File: src/rtl/reg_scoreboard_if.sv
// ==========================================================================
// Interface : reg_scoreboard_if
// Decode/writeback signal bundle for the register scoreboard.
// Rev       : 1.0
// ==========================================================================
`default_nettype none

interface reg_scoreboard_if #(
  parameter int CNT_W = 3
);
  logic             issue_valid;
  logic [4:0]       issue_rd;
  logic             issue_ready;
  logic             wb_valid;
  logic [4:0]       wb_rd;
  logic [4:0]       rs1;
  logic [4:0]       rs2;
  logic             rs1_busy;
  logic             rs2_busy;
  logic             stall;
  logic [CNT_W-1:0] outstanding;
  logic             wb_err;

  modport master (
    output issue_valid, issue_rd, wb_valid, wb_rd, rs1, rs2,
    input  issue_ready, rs1_busy, rs2_busy, stall, outstanding, wb_err
  );

  modport slave (
    input  issue_valid, issue_rd, wb_valid, wb_rd, rs1, rs2,
    output issue_ready, rs1_busy, rs2_busy, stall, outstanding, wb_err
  );
endinterface

`default_nettype wire

File: src/rtl/reg_scoreboard.sv
// ==========================================================================
// Module : reg_scoreboard
// Pending-write scoreboard for multicycle ops; define SCOREBOARD_WB_BYPASS_EN
// to let a same-cycle writeback clear the source busy queries.
// Rev    : 1.0
// ==========================================================================
`default_nettype none

module reg_scoreboard #(
  parameter int MAX_OUT = 4,
  parameter int CNT_W   = 3
) (
  input wire logic        clock,
  input wire logic        reset,
  reg_scoreboard_if.slave sb
);

  localparam logic [CNT_W-1:0] c_max_out = CNT_W'(MAX_OUT);

  logic [31:1]      r_busy;
  logic [CNT_W-1:0] r_cnt;
  logic             r_wb_err;

  logic [31:0] w_busy;
  logic [31:1] w_set_vec;
  logic [31:1] w_clr_vec;
  logic        w_wb_hit;
  logic        w_wb_miss;
  logic        w_target_free;
  logic        w_room;
  logic        w_ready;
  logic        w_set;
  logic        w_rs1_busy;
  logic        w_rs2_busy;

  // Register 0 has no storage; the zero bit makes indexed reads of r0 free.
  assign w_busy = {r_busy, 1'b0};

  assign w_wb_hit  = sb.wb_valid & (sb.wb_rd != 5'd0) &  w_busy[sb.wb_rd];
  assign w_wb_miss = sb.wb_valid & (sb.wb_rd != 5'd0) & ~w_busy[sb.wb_rd];

  assign w_target_free = (sb.issue_rd == 5'd0) | ~w_busy[sb.issue_rd] |
                         (sb.wb_valid & (sb.wb_rd == sb.issue_rd));
  assign w_room        = (r_cnt < c_max_out) | w_wb_hit;
  assign w_ready       = w_target_free & w_room;
  assign w_set         = sb.issue_valid & w_ready & (sb.issue_rd != 5'd0);

  for (genvar g = 1; g < 32; g++) begin : g_dec
    assign w_set_vec[g] = w_set    & (sb.issue_rd == 5'(g));
    assign w_clr_vec[g] = w_wb_hit & (sb.wb_rd    == 5'(g));
  end

  // Set is applied after clear so a same-register re-issue stays busy.
  always_ff @(posedge clock) begin
    if (!reset) begin
      r_busy   <= '0;
      r_cnt    <= '0;
      r_wb_err <= 1'b0;
    end else begin
      r_busy <= (r_busy & ~w_clr_vec) | w_set_vec;
      r_cnt  <= r_cnt + CNT_W'(w_set) - CNT_W'(w_wb_hit);
      if (w_wb_miss) begin
        r_wb_err <= 1'b1;
      end
    end
  end

`ifdef SCOREBOARD_WB_BYPASS_EN
  assign w_rs1_busy = w_busy[sb.rs1] & ~(sb.wb_valid & (sb.wb_rd == sb.rs1));
  assign w_rs2_busy = w_busy[sb.rs2] & ~(sb.wb_valid & (sb.wb_rd == sb.rs2));
`else
  assign w_rs1_busy = w_busy[sb.rs1];
  assign w_rs2_busy = w_busy[sb.rs2];
`endif

  assign sb.issue_ready = w_ready;
  assign sb.rs1_busy    = w_rs1_busy;
  assign sb.rs2_busy    = w_rs2_busy;
  assign sb.stall       = w_rs1_busy | w_rs2_busy | (sb.issue_valid & ~w_ready);
  assign sb.outstanding = r_cnt;
  assign sb.wb_err      = r_wb_err;

endmodule

`default_nettype wire

File: src/flat_wrapper.sv
// flat-port wrapper written by rule: the top's interface ports become plain ports
module reg_scoreboard_flat 
#(
  parameter int MAX_OUT = 4,
  parameter int CNT_W   = 3
)
  (clock, reset, sb_issue_valid, sb_issue_rd, sb_wb_valid, sb_wb_rd, sb_rs1, sb_rs2, sb_issue_ready, sb_rs1_busy, sb_rs2_busy, sb_stall, sb_outstanding, sb_wb_err);
  reg_scoreboard_if #(.CNT_W(CNT_W)) sb_i ();
  input wire logic clock;
  input wire logic reset;
  input wire logic [$bits(sb_i.issue_valid)-1:0] sb_issue_valid;
  input wire logic [$bits(sb_i.issue_rd)-1:0] sb_issue_rd;
  input wire logic [$bits(sb_i.wb_valid)-1:0] sb_wb_valid;
  input wire logic [$bits(sb_i.wb_rd)-1:0] sb_wb_rd;
  input wire logic [$bits(sb_i.rs1)-1:0] sb_rs1;
  input wire logic [$bits(sb_i.rs2)-1:0] sb_rs2;
  output wire logic [$bits(sb_i.issue_ready)-1:0] sb_issue_ready;
  output wire logic [$bits(sb_i.rs1_busy)-1:0] sb_rs1_busy;
  output wire logic [$bits(sb_i.rs2_busy)-1:0] sb_rs2_busy;
  output wire logic [$bits(sb_i.stall)-1:0] sb_stall;
  output wire logic [$bits(sb_i.outstanding)-1:0] sb_outstanding;
  output wire logic [$bits(sb_i.wb_err)-1:0] sb_wb_err;
  assign sb_i.issue_valid = sb_issue_valid;
  assign sb_i.issue_rd = sb_issue_rd;
  assign sb_i.wb_valid = sb_wb_valid;
  assign sb_i.wb_rd = sb_wb_rd;
  assign sb_i.rs1 = sb_rs1;
  assign sb_i.rs2 = sb_rs2;
  assign sb_issue_ready = sb_i.issue_ready;
  assign sb_rs1_busy = sb_i.rs1_busy;
  assign sb_rs2_busy = sb_i.rs2_busy;
  assign sb_stall = sb_i.stall;
  assign sb_outstanding = sb_i.outstanding;
  assign sb_wb_err = sb_i.wb_err;
  reg_scoreboard #(.MAX_OUT(MAX_OUT), .CNT_W(CNT_W)) u_core (.clock(clock), .reset(reset), .sb(sb_i));
endmodule
File: config.mk
export PLATFORM = sky130hd
export DESIGN_NAME = reg_scoreboard_flat
export DESIGN_NICKNAME = d
export VERILOG_FILES = /design/src/rtl/reg_scoreboard_if.sv /design/src/rtl/reg_scoreboard.sv /design/src/flat_wrapper.sv
export SDC_FILE = /design/constraint.sdc
export NUM_CORES = 1
export LEC_CHECK = 0
export ABC_AREA = 1
export CAP_MARGIN = 10
export CORE_ASPECT_RATIO = 0.7
export CORE_MARGIN = 2
export CORE_UTILIZATION = 40
export CTS_BUF_LIST = sky130_fd_sc_hd__clkbuf_16
export CTS_CLUSTER_SIZE = 16
export DETAILED_ROUTE_END_ITERATION = 10
export MAX_ROUTING_LAYER = met4
export PLACE_DENSITY_LB_ADDON = 0.3
export SYNTH_ARGS = -nofsm -noshare
export SYNTH_HDL_FRONTEND = slang
export SYNTH_SLANG_ARGS = --single-unit
File: constraint.sdc
create_clock -name clock -period 3.23 [get_ports clock]
set_input_delay 0.323 -clock clock [delete_from_list [all_inputs] [get_ports clock]]
set_output_delay 0.323 -clock clock [all_outputs]
set_load 0.02 [all_outputs]
**Word level (Yosys, flattened, before mapping)**

Index checks and enable logic that the tools add are counted.

- $add $sub $neg: 2
- Reductions and logical operators: 3
- Mux-type cells: 8
- Eq/ne operators: 63
- Order comparisons: 5
- Bitwise gates (word level): 81

Operator list:

| operator | number |
|---|---|
| 5-bit equality test (second input constant) | 32 |
| 5-bit by 4-bit equality test with 1-bit output (second input constant) | 16 |
| 1-bit AND | 70 |
| 5-bit by 3-bit equality test with 1-bit output (second input constant) | 8 |
| 31-bit AND | 1 |
| 31-bit inverter | 1 |
| 31-bit OR | 1 |
| 5-bit by 6-bit less-than comparator with 1-bit output (second input constant) | 4 |
| 1-bit binary-select mux with 5-bit select | 4 |
| 5-bit by 2-bit equality test with 1-bit output (second input constant) | 4 |
| 5-bit by 1-bit equality test with 1-bit output (second input constant) | 2 |
| 5-bit nonzero test | 2 |
| 5-bit equality test | 1 |
| 5-bit logical NOT | 1 |
| 1-bit OR | 5 |
| 1-bit 2-to-1 mux | 4 |
| 3-bit by 1-bit adder with 3-bit output | 1 |
| 3-bit less-than comparator (second input constant) | 1 |
| 1-bit inverter | 3 |
| 3-bit by 1-bit subtractor with 3-bit output | 1 |

- Register bits: 35
- Logic and storage cells: 165
- Bits of input ports: 24
- Output and inout port bits: 8

**Longest topological paths before layout**

Gate-level depths: netlist of run 1.

- Word-level depth: 10
- Depth in mapped cells: 22
- Depth with buffers taken out: 19

**Least setup slack after synthesis of run 1**

Ideal clock, no wire load.

- Kind: input -> register
- From: in sb_wb_rd[0]
- To: reg u_core.r_cnt[2] (netlist: u_core.sb.outstanding[2])
- Setup time: 0.134 ns
- Stages on the path: 20
- Path slack: 0.497 ns
- Data required time: 3.096 ns
- Buffers on the path: 3
- Data arrival time: 2.599 ns
- Cell sequence: buf_6 > inv_2 > buf_6 > nand3_1 > nand2_1 > nor2_1 > nor2_2 > nor2_1 > nand2_1 > nand3_2 > clkbuf_2 > inv_1 > ha_1 > inv_1 > ha_1 > inv_1 > fa_1 > xor2_1 > o21ai_0 > a21oi_1

- Cells in the longest elaborated chain, start to end: 9
- Elaborated cells between the ends (all ways): 14

Ends and longest elaborated chain:

| what | RTL line | RTL |
|---|---|---|
| start, declared | flat_wrapper.sv:14 | `input wire logic [$bits(sb_i.wb_rd)-1:0] sb_wb_rd;` |
| 1-bit binary-select mux with 5-bit select / 5-bit nonzero test (equally long branches) | reg_scoreboard.sv:39 | `assign w_wb_hit = sb.wb_valid & (sb.wb_rd != 5'd0) & w_busy[sb.wb_rd];` |
| 1-bit 2-to-1 mux (implied by the code) / 1-bit AND (equally long branches) | reg_scoreboard.sv:39 |  |
| 1-bit AND | reg_scoreboard.sv:39 |  |
| 1-bit OR | reg_scoreboard.sv:44 | `assign w_room = (r_cnt < c_max_out) \| w_wb_hit;` |
| 1-bit AND | reg_scoreboard.sv:45 | `assign w_ready = w_target_free & w_room;` |
| 1-bit AND (2 in series) | reg_scoreboard.sv:46 | `assign w_set = sb.issue_valid & w_ready & (sb.issue_rd != 5'd0);` |
| 3-bit by 1-bit adder with 3-bit output | reg_scoreboard.sv:61 | `r_cnt <= r_cnt + CNT_W'(w_set) - CNT_W'(w_wb_hit);` |
| 3-bit by 1-bit subtractor with 3-bit output * | reg_scoreboard.sv:61 |  |
| end signal, assigned | reg_scoreboard.sv:61 |  |
| end, declared | reg_scoreboard.sv:21 | `logic [CNT_W-1:0] r_cnt;` |

Mark *: on every way between the ends. The rest lies on a longest branch, timed or not. The select of a mux whose other input is x is not followed.
A chain may end at the register's enable or synchronous reset.

**Final worst setup path of run 1**

- From: in sb_wb_rd[0]
- To: out sb_stall

- Cells in the longest elaborated chain, start to end: 8
- Elaborated cells between the ends (all ways): 13

Ends and longest elaborated chain:

| what | RTL line | RTL |
|---|---|---|
| 1-bit binary-select mux with 5-bit select / 5-bit nonzero test (equally long branches) | reg_scoreboard.sv:39 |  |
| 1-bit 2-to-1 mux (implied by the code) / 1-bit AND (equally long branches) | reg_scoreboard.sv:39 |  |
| 1-bit AND | reg_scoreboard.sv:39 |  |
| 1-bit OR | reg_scoreboard.sv:44 |  |
| 1-bit AND * | reg_scoreboard.sv:45 |  |
| 1-bit inverter * | reg_scoreboard.sv:79 | `assign sb.stall = w_rs1_busy \| w_rs2_busy \| (sb.issue_valid & ~w_ready);` |
| 1-bit AND * | reg_scoreboard.sv:79 |  |
| 1-bit OR * | reg_scoreboard.sv:79 |  |
| end, declared | flat_wrapper.sv:20 | `output wire logic [$bits(sb_i.stall)-1:0] sb_stall;` |

Marked as above.

==> out/summary.md, run 1 <==
The run finished with clean final reports. Worst-case hold path end point: u_core.sb.wb_err. The run gives 0 as the antenna diode count. The root buffer cell chosen for the clock tree is clkbuf_16. The library cells used most frequently in the layout, excluding fill and tap cells, are 145 x nand2_1, 74 x o21ai_0, 66 x nor2_1, 48 x a21oi_1, 44 x nand3_1.

The period utilization is 94.9%, and the synthesis warning total is 0. Synthesis produced 569 cells. The setup check on the worst reg-to-reg path leaves a slack of 0.59 ns. The setup path with the least slack is of type in2out.

Routability-driven placement finished with a final weighted congestion of 1.05. The mux share of post-synthesis cell area works out to 0%. Leaving out fill and tap cells, the most frequent cell in the layout is nand2_1. For the final hold violation count, the log shows 0. Clock input transition at the sequential cells of the worst setup and hold paths: 0.06 ns.

After layout, the worst setup slack is 0.165 ns. The total length of routed wires came out at 13,700 µm. Setup repair after global routing left no endpoint under its margin.

The net count reported at finish is 644. The first detailed-routing pass took 5 iterations. The maximum ir drop on the vdd rail was 0.000277 V. The startpoint identified for the worst register-to-register timing path is u_core.r_busy[30].

In this run, the clock network consumes 34.3% of the power. For the CTS sink count, the log shows 35. In this run the worst hold path is classified as reg2reg. Across every metal layer, demand over resource in global routing totals 32.8%.

Prior to clock tree synthesis, the placed netlist has a worst setup slack of -0.0462 ns. The layer flagged by global routing as most heavily used is met1. For the net switching component of the power, the log shows 0.000504 W. The run gives 3,797 as the number of global-route vias before repair.

After legalization and detailed placement, the total HPWL measured 9990 µm. Summed over all cells, the static leakage comes to 1.61 nW. The area fraction in compound gates after synthesis was 22.4%; the count of endpoints failing setup in the final report was 0. The max-slew violation count is 0. The first global-routing pass estimated 21,600 µm of wire. The number of maximum-capacitance violations is 0. The per-cell routed wire length is 19.1 µm. STA classifies the critical path endpoint as an output pin. The clock latency reported for the late side of the worst-skew pair was 0.29 ns; the setup clock skew after layout was 0.00306 ns. The proportion of power drawn by combinational gates was 31.9%. Entering global routing, the biggest net connects 34 pins.

The final hold slack is 0.480 ns. The fmax is 326 MHz. Of the total power, registers draw 33.8%. In the final layout, the share of cells above drive strength 1 is 10.4%.

Top-level port count: 32. STA puts the critical path data required time at 2.91 ns. Of the total synthesized cell area, the portion taken by AND, OR, NAND and NOR gates is 43.1%. The run gives 21.8% as the sequential-to-total area share from yosys stat. Synthesis produced a netlist with a net count of 596. The internal power of the cells was 0.000894 W. The floorplan has 27 rows.

The die is 111 µm wide. For the pin with the worst max-slew slack, the measured transition is 1.14 ns. In this run, distinct cell masters in the synthesized netlist total 27.

The clock tree synthesis step divided the H-tree into 2 levels. For this run, global-route usage on met2 was measured as 44.0%. The tools report the element type at the critical path start as an input pin. The most used flip-flop cell after synthesis is dfxtp_1. The startpoint of the worst hold path was u_core.sb.wb_err. The per-instance average area after synthesis is 5.65 µm². The clock passes through at most 2 buffers.

Counting instances, the worst hold path has a depth of 2. The overall overflow remaining after global route was 0. Along the worst path, the maximum fanout reaches 18. The count of buffers added on input and output ports is 31. After routing, the total negative slack on setup checks comes to 0 ns. After Yosys synthesis, XOR and XNOR cells account for 0.545% of the synthesized area. In this run the tightest slew margin relative to its limit is 23.9%. Power spread over the standard cell area amounts to 353 nW/µm². The number of antenna violations at the first check in global routing is 0, and the met3 track demand over resource in global routing is 7.02%. The total area inside the core boundary comes to 7840 µm². The post-synth design cell area was 3210 µm². The finished cells cover 3960 µm². Counting cells, the worst reg-to-reg path comes to 16. After synthesis the netlist holds a flip-flop and latch count of 35.

For this block, the initial DRC count from the detailed router was 614. The initial cell density of the core is 41.0%. TritonCTS built the clock tree. The clock period could shrink to 3.06 ns. The data arrival time of the worst path was 2.74 ns.

Buffers inserted to repair hold after CTS numbered 0. Using the TritonRoute via totals, the vias-per-cell ratio works out to 6.04. For the number of buffers added by the clock tree synthesis step, the log shows 5. The number of synthesized flops with an enable pin came out at 0. In this run the critical register-to-register path is captured at u_core.sb.outstanding[2].

By area, the combinational part of the netlist is dominated by simple AND/OR/NAND/NOR gates. Power comes to 0.00140 W. The die covers 8780 µm². Net switching is 36.0% of the power. The run gives 0 as the number of design rule violations left after detail routing. Global routing used 48.5% of the available met1 tracks.

The adder and majority cell fraction of the synthesized area came out at 1.40%. After detailed placement, the total cell area comes to 3810 µm². Measured along the y axis, the die boundary spans 79.0 µm.

In this run the remaining antenna-violating nets after routing total 0. The fraction of registers with async set or reset after synthesis was 0%. The area growth from synthesis to layout is 23.2%. The via total after detailed routing came out at 4,344.
per-layer routing:
layer | up-vias | part of all wire (%)
met4 | 0 | 2.5
met1 | 1994 | 46
met3 | 24 | 13
met5 | - | 0
li1 | 2028 | -
met2 | 298 | 38
synthesized netlist by cell type (5+ instances only):
cell	number	area, µm²
nand4_1	34	213
buf_2	8	40.0
a21oi_1	48	240
o21ai_0	75	375
clkbuf_1	15	56.3
o22ai_1	5	31.3
nor2_2	7	43.8
clkinv_1	5	18.8
nor3_1	14	70.1
nand3_1	44	220
nand2_1	145	544
buf_6	6	67.6
dfxtp_1	35	701
inv_1	36	135
nor2_1	67	251
power groups by stage:
stage	clock (W)	sequential (W)	combinational (W)
6_report	0.000480	0.000473	0.000446
3_3_place_gp	0	0.000482	0.000427
3_5_place_dp	0	0.000481	0.000431
2_1_floorplan	0	0.000490	0.000257
5_1_grt	0.000495	0.000475	0.000483
4_1_cts	0.000478	0.000472	0.000433
cell families (layout without fill, tap and decap cells):
kind of cell               count (synthesis)  in the layout
adders and majority gates                  3              3
buffers and inverters                     76            125
xor gates and xnor gates                   2              2
AOI/OAI and AO/OA                        137            137
and+or+nand+nor                          316            316
DFF                                       35             35
worst max path at each step:
stage | to | startpoint
floorplan | u_core.sb.outstanding[2] | sb_wb_rd[0]
global placement | u_core.sb.outstanding[2] | sb_wb_rd[0]
detailed placement | u_core.sb.outstanding[2] | sb_wb_rd[0]
CTS | sb_stall | sb_issue_rd[1]
global route | u_core.sb.outstanding[2] | sb_wb_rd[0]
finish | sb_stall | sb_wb_rd[0]
metrics by stage:
step           util [%]  instances
2_1_floorplan         -        569
5_1_grt            50.5        719
3_5_place_dp       48.6        711
3_3_place_gp       48.6        711
4_1_cts            50.4        719
6_report           50.5        719
registers in the layout (all words and copies together), names as in the netlist:
| signal | count |
|---|---|
| u_core.r_busy | 31 |
| u_core.sb.outstanding | 3 |
| u_core.sb.wb_err | 1 |
critical path, stage by stage:
cell and delay, ns:
clkdlybuf4s50_1 0.47, buf_12 0.18, nor2_2 0.21, nand2_1 0.08, nand2_1 0.07, nor2_1 0.04
nor2_1 0.13, nor2_1 0.08, nand2_2 0.07, nand3_2 0.16, nand2_4 0.11, nand2_1 0.08
nand2_1 0.13, nand2_1 0.07, clkdlybuf4s50_1 0.53
timing repair:
item                                    CTS  global route
buffers inserted                          0             0
endpoints found under the setup margin    0             2
resized for setup                         0             3
final cells by class:
class	instances	area [µm²]
clock inverters	3	16.3
repair buffers	73	651
clock buffers	5	125
inverters	44	165
flip-flops and latches	35	701
well taps	101	126
multi-input cells	458	2180
fillers	826	3880
No activity file was read; power rests on OpenSTA's default activity.
==> run 2, diff against run 1 <==
--- a/config.mk
+++ b/config.mk
@@ -15,6 +15,7 @@
 export DETAILED_ROUTE_END_ITERATION = 10
 export MAX_ROUTING_LAYER = met4
 export PLACE_DENSITY_LB_ADDON = 0.3
+export RECOVER_POWER = 100
 export SYNTH_ARGS = -nofsm -noshare
 export SYNTH_HDL_FRONTEND = slang
 export SYNTH_SLANG_ARGS = --single-unit
==> constraint.sdc (replaced) <==
create_clock -name clock -period 3.76 [get_ports clock]
set_input_delay 0.376 -clock clock [delete_from_list [all_inputs] [get_ports clock]]
set_output_delay 0.376 -clock clock [all_outputs]
set_load 0.02 [all_outputs]
==> run 2 against run 1 <==
- critical path depth down 1
- utilization down 2.7 points
- total power down 18%
- sequential power shrank 14%
- die area did not move
- combinational power shrank 22%
- non-clock buffer count fell by 21
- global-route usage decreased by 2.3 points
- clock power down 18%
- worst setup slack improved by 0.075 ns
- sequential share of layout area up 1.0 points
- wire length decreased by 4.1%
- critical path type unchanged
- critical endpoint unchanged
- largest power group is now registers
==> out/summary.md, run 2 (same netlist as run 1, synthesis figures left out) <==
The largest net degree at the start of global routing came out at 34 (unchanged). The logs give 8780 µm² (unchanged) for the total die area and 0 (unchanged) for the count of endpoints failing setup in the final report. The deepest level of the CTS H-tree was 2 (unchanged).

The worst-case clock buffer depth came out at 2 (unchanged). The top-level port count came out at 32 (unchanged). Shortest period the worst path allows: 3.52 ns. Leaving out fill and tap cells, the most frequent cell in the layout is nand2_1. The tools report the final core utilization as 47.8% (-2.7 points). The run gives 2160 µm² (-0.92%) as the combined area of the multi-input logic cells. The type of the worst setup path was in2out. The number of design rule violations left after detail routing was 0 (unchanged). The data arrival time of the worst path came out at 3.14 ns (+0.40 ns). The largest individual stage delay along the critical path comes from the cell clkdlybuf4s50_1.

The period utilization works out to 93.6%. The number of maximum-capacitance violations was 0 (unchanged); the clock latency reported for the late side of the worst-skew pair was 0.28 ns (about the same). Counting stages on the worst path, the most repeated cell is nand2_1. The die extent in y works out to 79.0 µm (unchanged). The tools report the setup clock skew after layout as 0.00665 ns (+0.00359 ns). Maximum cell stage delay along the critical path: 0.68 ns (+0.15 ns). Kind of path behind the tightest hold check: reg2reg.

Nature of the critical path endpoint: an output pin. The run gives 623 (-3.3%) as the net count reported at finish. The per-cell routed wire length was 18.9 µm (-1.1%); the total setup buffers inserted after CTS was 0 (unchanged). The number of port buffers was 31 (unchanged); the CTS sink count was 35 (unchanged). Setup repair after global routing left no endpoint under its margin. The final instance area is 3750 µm² (-5.4%).

The logs give 9570 µm (-4.2%) for the total half-perimeter wirelength after legalization and detailed placement and 0 (unchanged) for the final hold violation count. The number of resized instances in the post-cts repair step is 0 (unchanged), and the final RePlAce weighted congestion is 1.05 (+0.13%). Static timing analysis puts the maximum clock frequency at 284 MHz. The run gives 30.5% (-2.3 points) as the global routing usage summed across all routing layers. The tools report the via total after detailed routing as 4,149 (-4.5%). Area growth from synthesis to layout: 16.6%. The initial cell density of the core came out at 41.0% (unchanged). The total cell area at the placement stage was 3630 µm² (-4.8%). The run gives 701 µm² (unchanged) as the area used by sequential logic in the layout. The tools report the area of the core as 7840 µm² (unchanged). In the layout the commonest cells are 146 x nand2_1, 75 x o21ai_0, 67 x nor2_1, 48 x a21oi_1, 45 x nand3_1. The run gives 20,000 µm (-7.5%) as the wire length of the first global-routing pass. Clock input transition at the sequential cells of the worst setup and hold paths: 0.05 ns (about the same). The horizontal die dimension works out to 111 µm (unchanged). The logs give 864 (+4.6%) for the filler cell count in the final layout and 5 (unchanged) for the number of buffers added by the clock tree synthesis step. The register with the most flip-flops in the final layout is u_core.r_busy.

For the number of buffers added to fix hold violations after cts, the log shows 0 (unchanged). The flow ran to the end, and the final reports show no timing, DRC or antenna violations. The run gives 3,560 (-6.2%) as the number of global-route vias before repair.

TritonCTS built the clock tree. The tools report the first-iteration detailed-routing DRC count as 566 (-7.8%). The tools report the antenna diode count as 0 (unchanged).

The maximum ir drop on the vdd rail came out at 0.000266 V (-4.1%). The tools report the critical path data required time as 3.38 ns (+0.47 ns). Cell row count: 27 (unchanged). The root cell of the clock tree was clkbuf_16. The static leakage was 1.49 nW (-7.2%). Traced cell by cell, the critical path runs through clkdlybuf4s50_1 -> inv_1 -> nor2_1 -> nand2_1 -> nand2_1 -> nor2_1 -> nor2_1 -> nor2_1 -> nand2_1 -> nand3_1 -> nand2_1 -> nand2_1 -> nand2_1 -> clkdlybuf4s50_1. The number of flip-flops under the largest register name came out at 31 (unchanged). The ratio of total power to cell area was 306 nW/µm² (-13%). The transition at the pin with the smallest max-transition slack was 1.25 ns (+0.104 ns). The largest fanout on the critical path is 9 (-9), and the number of detailed-routing iterations run before antenna repair is 5 (unchanged). The number of antenna violations at the first check in global routing was 0 (unchanged); the headroom to the max-slew limit was 17.0% (-6.9 points). Total length of routed wires: 13,200 µm (-4.1%). For the setup TNS, the log shows 0 ns (unchanged). The mean number of vias per cell came out at 5.95 (-1.5%). The count of nets left with antenna violations after detail routing is 0 (unchanged). The fraction of final layout cells sized beyond drive strength 1 is 6.21% (-4.1 points).

The run gives 0 (unchanged) as the overall overflow remaining after global route. The tools report the element type at the critical path start as an input pin. The run gives 0 (unchanged) as the max-slew violation count.
run 2: cell count changes in the layout (fill, tap and decap cells not counted), moves of 2 or more:
cell             previous run  this run
clkdlybuf4s50_1            31        23
buf_4                      40        20
buf_12                      2         0
dlygate4sd3_1               0         8
run 2: worst paths after layout:
path,startpoint,end,slack [ns],cells after the start
worst max-delay path,sb_issue_rd[1],sb_stall,0.24,14
worst max register to register,u_core.r_busy[11],u_core.r_busy[7],0.91,13
worst min register to register,u_core.sb.wb_err,u_core.sb.wb_err,0.48,2
worst min-delay path,u_core.sb.wb_err,u_core.sb.wb_err,0.48,2
run 2: area by class of cell:
class                           count  area share (%)
Multi-Input combinational cell    458            57.5
Clock inverter                      2           0.234
Clock buffer                        5            3.34
Sequential cell                    35            18.7
Inverter                           44            4.41
Tap cell                          101            3.37
Timing Repair Buffer               52            12.4
run 2: power breakdown:
part           internal (W)  switching [W]
clock network      0.000238       0.000156
registers          0.000386      0.0000184
logic              0.000115       0.000234
total              0.000739       0.000408
run 2: stage by stage:
| step | instances | setup WS, ns | hold WS (ns) | total power, W |
|---|---|---|---|---|
| finish | 697 | 0.240 | 0.484 | 0.00115 |
| global route | 697 | 0.0419 | 0.505 | 0.00120 |
| CTS | 697 | 0.324 | 0.490 | 0.00116 |
| detailed placement | 690 | 0.309 | 0.472 | 0.000765 |
| global placement | 690 | 0.219 | 0.461 | 0.000763 |
| floorplan | 569 | 0.974 | 0.454 | 0.000642 |
run 2: critical path, delay by kind of cell:
| kind | cells | cell delay [ns] |
|---|---|---|
| buffers and inverters | 3 | 1.45 |
| and+or+nand+nor | 11 | 1.29 |
run 2: per-layer routing:
metal	part of all wire [%]	global-route usage, %	wire (µm)
met1	44	43.7	5810
met3	16	10.5	2050
met4	2.2	9.14	291
met2	38	39.7	5010
met5	0	-	0
==> run 3, diff against run 2 <==
--- a/config.mk
+++ b/config.mk
@@ -13,7 +13,6 @@
 export CTS_BUF_LIST = sky130_fd_sc_hd__clkbuf_16
 export CTS_CLUSTER_SIZE = 16
 export DETAILED_ROUTE_END_ITERATION = 10
-export MAX_ROUTING_LAYER = met4
 export PLACE_DENSITY_LB_ADDON = 0.3
 export RECOVER_POWER = 100
 export SYNTH_ARGS = -nofsm -noshare
==> run 3 against run 2 <==
- fmax is 1.6% higher
- utilization is 0.080 points higher
- combinational power grew 2%
- global-route usage fell by 1.7 points
- critical path type unchanged
- largest cell class unchanged
- largest power group unchanged
==> out/summary.md, run 3 (same netlist as run 1, synthesis figures left out) <==
The number of port buffers came out at 31 (unchanged). The fraction of final layout cells sized beyond drive strength 1 is 6.21% (unchanged). Final hold violation count: 0 (unchanged).

The clock latency reported for the late side of the worst-skew pair came out at 0.29 ns (about the same). For the filler cell count in the final layout, the log shows 822 (-4.9%). Setup repair after global routing left no endpoint under its margin. The number of antenna violations at the first check in global routing is 0 (unchanged), and the final RePlAce weighted congestion is 1.04 (-0.75%).

Shortest period the worst path allows: 3.47 ns (-0.0541 ns). For the combined area of the multi-input logic cells, the log shows 2160 µm² (+0.35%). The tools report the CTS sink count as 35 (unchanged). Number of flip-flops under the largest register name: 31 (unchanged). For the largest net degree at the start of global routing, the log shows 34 (unchanged). For the total length of routed wires, the log shows 12,900 µm (-2.1%).

The commonest non-fill, non-tap cell in the layout is nand2_1. The horizontal die dimension is 111 µm (unchanged). The max-slew violation count is 0 (unchanged), and the number of detailed-routing iterations run before antenna repair is 7 (+2).

The top-level port count was 32 (unchanged). The mean number of vias per cell is 6.03 (+1.2%), and the overall power of the completed layout is 0.00116 W (+1.4%). The tools report the area of the core as 7840 µm² (unchanged). Critical path data required time: 3.38 ns (about the same). The data arrival time of the worst path was 3.09 ns (-0.05 ns). The worst-case clock buffer depth was 2 (unchanged). Final worst slack: 0.294 ns (+0.0541 ns).

Counting flops per register, the top entry is u_core.r_busy. The run gives 47.9% (+0.080 points) as the final core utilization. The per-cell routed wire length was 18.5 µm (-2.1%). The headroom to the max-slew limit was 28.6% (+12 points).

The number of global-route vias before repair was 3,528 (-0.90%). The run gives 0 (unchanged) as the total setup buffers inserted after CTS. The clock input transition at the sequential cells of the worst setup and hold paths was 0.06 ns (about the same); the die extent in y was 79.0 µm (unchanged). The count of nets left with antenna violations after detail routing is 0 (unchanged). For the deepest level of the CTS H-tree, the log shows 2 (unchanged). The tools report the setup TNS as 0 ns (unchanged). The flow ran to the end, and the final reports show no timing, DRC or antenna violations. Wire length of the first global-routing pass: 19,600 µm (-1.9%). The via total after detailed routing was 4,200 (+1.2%). The number of resized instances in the post-cts repair step was 0 (unchanged); the fmax was 289 MHz (+1.6%).

The tools report the net count reported at finish as 622 (-0.16%). The number of design rule violations left after detail routing was 0 (unchanged); the largest fanout on the critical path was 9 (unchanged). The antenna diode count came out at 0 (unchanged). The tools report the cell row count as 27 (unchanged). The total half-perimeter wirelength after legalization and detailed placement was 9330 µm (-2.4%). The nature of the critical path endpoint is an output pin.

The global routing usage summed across all routing layers was 28.8% (-1.7 points); the transition at the pin with the smallest max-transition slack was 1.07 ns (-0.175 ns). In this run the clock root is driven by a clkbuf_16. The total die area is 8780 µm² (unchanged), and the number of buffers added to fix hold violations after cts is 0 (unchanged).

Kind of path behind the tightest hold check: reg2reg. The ratio of total power to cell area works out to 310 nW/µm² (+1.2%). For the worst setup slack after placement, the log shows 0.372 ns (+0.0627 ns). The maximum ir drop on the vdd rail is 0.000278 V (+4.7%).

The setup clock skew after layout was 0.00592 ns (-0.000737 ns); the count of endpoints failing setup in the final report was 0 (unchanged). The final hold slack was 0.473 ns (-0.0114 ns); the initial cell density of the core was 41.0% (unchanged). The number of buffers added by the clock tree synthesis step came out at 5 (unchanged).

In the layout the commonest cells are 145 x nand2_1, 75 x o21ai_0, 67 x nor2_1, 48 x a21oi_1, 45 x nand3_1. TritonCTS built the clock tree. The number of maximum-capacitance violations is 0 (unchanged). Element type at the critical path start: an input pin. The period utilization is 92.2% (-1.4 points), and the area growth from synthesis to layout is 16.8%.

For the static leakage, the log shows 1.49 nW (+0.17%). The run gives 0 (unchanged) as the overall overflow remaining after global route. The first-iteration detailed-routing DRC count came out at 522 (-7.8%).

Type of the worst setup path: in2out. The run gives 701 µm² (unchanged) as the area used by sequential logic in the layout.
==> run 3: area by class of cell <==
cell class | count | share of cell area, %
Multi-Input combinational cell | 458 | 57.7
Tap cell | 101 | 3.37
Sequential cell | 35 | 18.7
Timing Repair Buffer | 51 | 12.3
Inverter | 44 | 4.40
Clock buffer | 5 | 3.33
Clock inverter | 3 | 0.300
==> run 3: final timing paths <==
path                           from                        to  slack (ns)  depth (start not counted)
setup / recovery     sb_issue_rd[1]                  sb_stall        0.29                         14
hold / removal     u_core.sb.wb_err          u_core.sb.wb_err        0.47                          2
setup reg to reg  u_core.r_busy[29]  u_core.sb.outstanding[2]        1.05                         16
hold reg to reg    u_core.sb.wb_err          u_core.sb.wb_err        0.47                          2
==> run 3: layer usage <==
layer  part of all wire, %  GRT usage (%)  wire, µm
met2                    38           38.5      4870
met5                     0              0         0
met3                    15           8.47      1950
met1                    43           42.9      5590
met4                   3.7           10.5       474
==> run 3: stage by stage <==
stage                     area [µm²]  std cells
after detailed placement        3620        689
after global placement          3620        689
after global routing            3750        697
final                           3750        697
after CTS                       3760        697
after floorplan                 3210        569
==> run 3: critical path, stage by stage <==
cell and delay (ns):
clkdlybuf4s50_1 0.68, inv_1 0.19, nor2_1 0.45, nand2_1 0.10, nand3_1 0.09, nand2_1 0.05
nand2_1 0.07, nor2_1 0.03, nand2_1 0.06, nand3_1 0.09, nand2_1 0.13, nand2_1 0.11
nand2_1 0.08, clkdlybuf4s50_1 0.59
==> run 3: power breakdown <==
| group | switching [W] | total (W) | internal, W |
|---|---|---|---|
| sequential | 0.0000202 | 0.000406 | 0.000386 |
| clock | 0.000162 | 0.000400 | 0.000239 |
| combinational | 0.000237 | 0.000356 | 0.000119 |
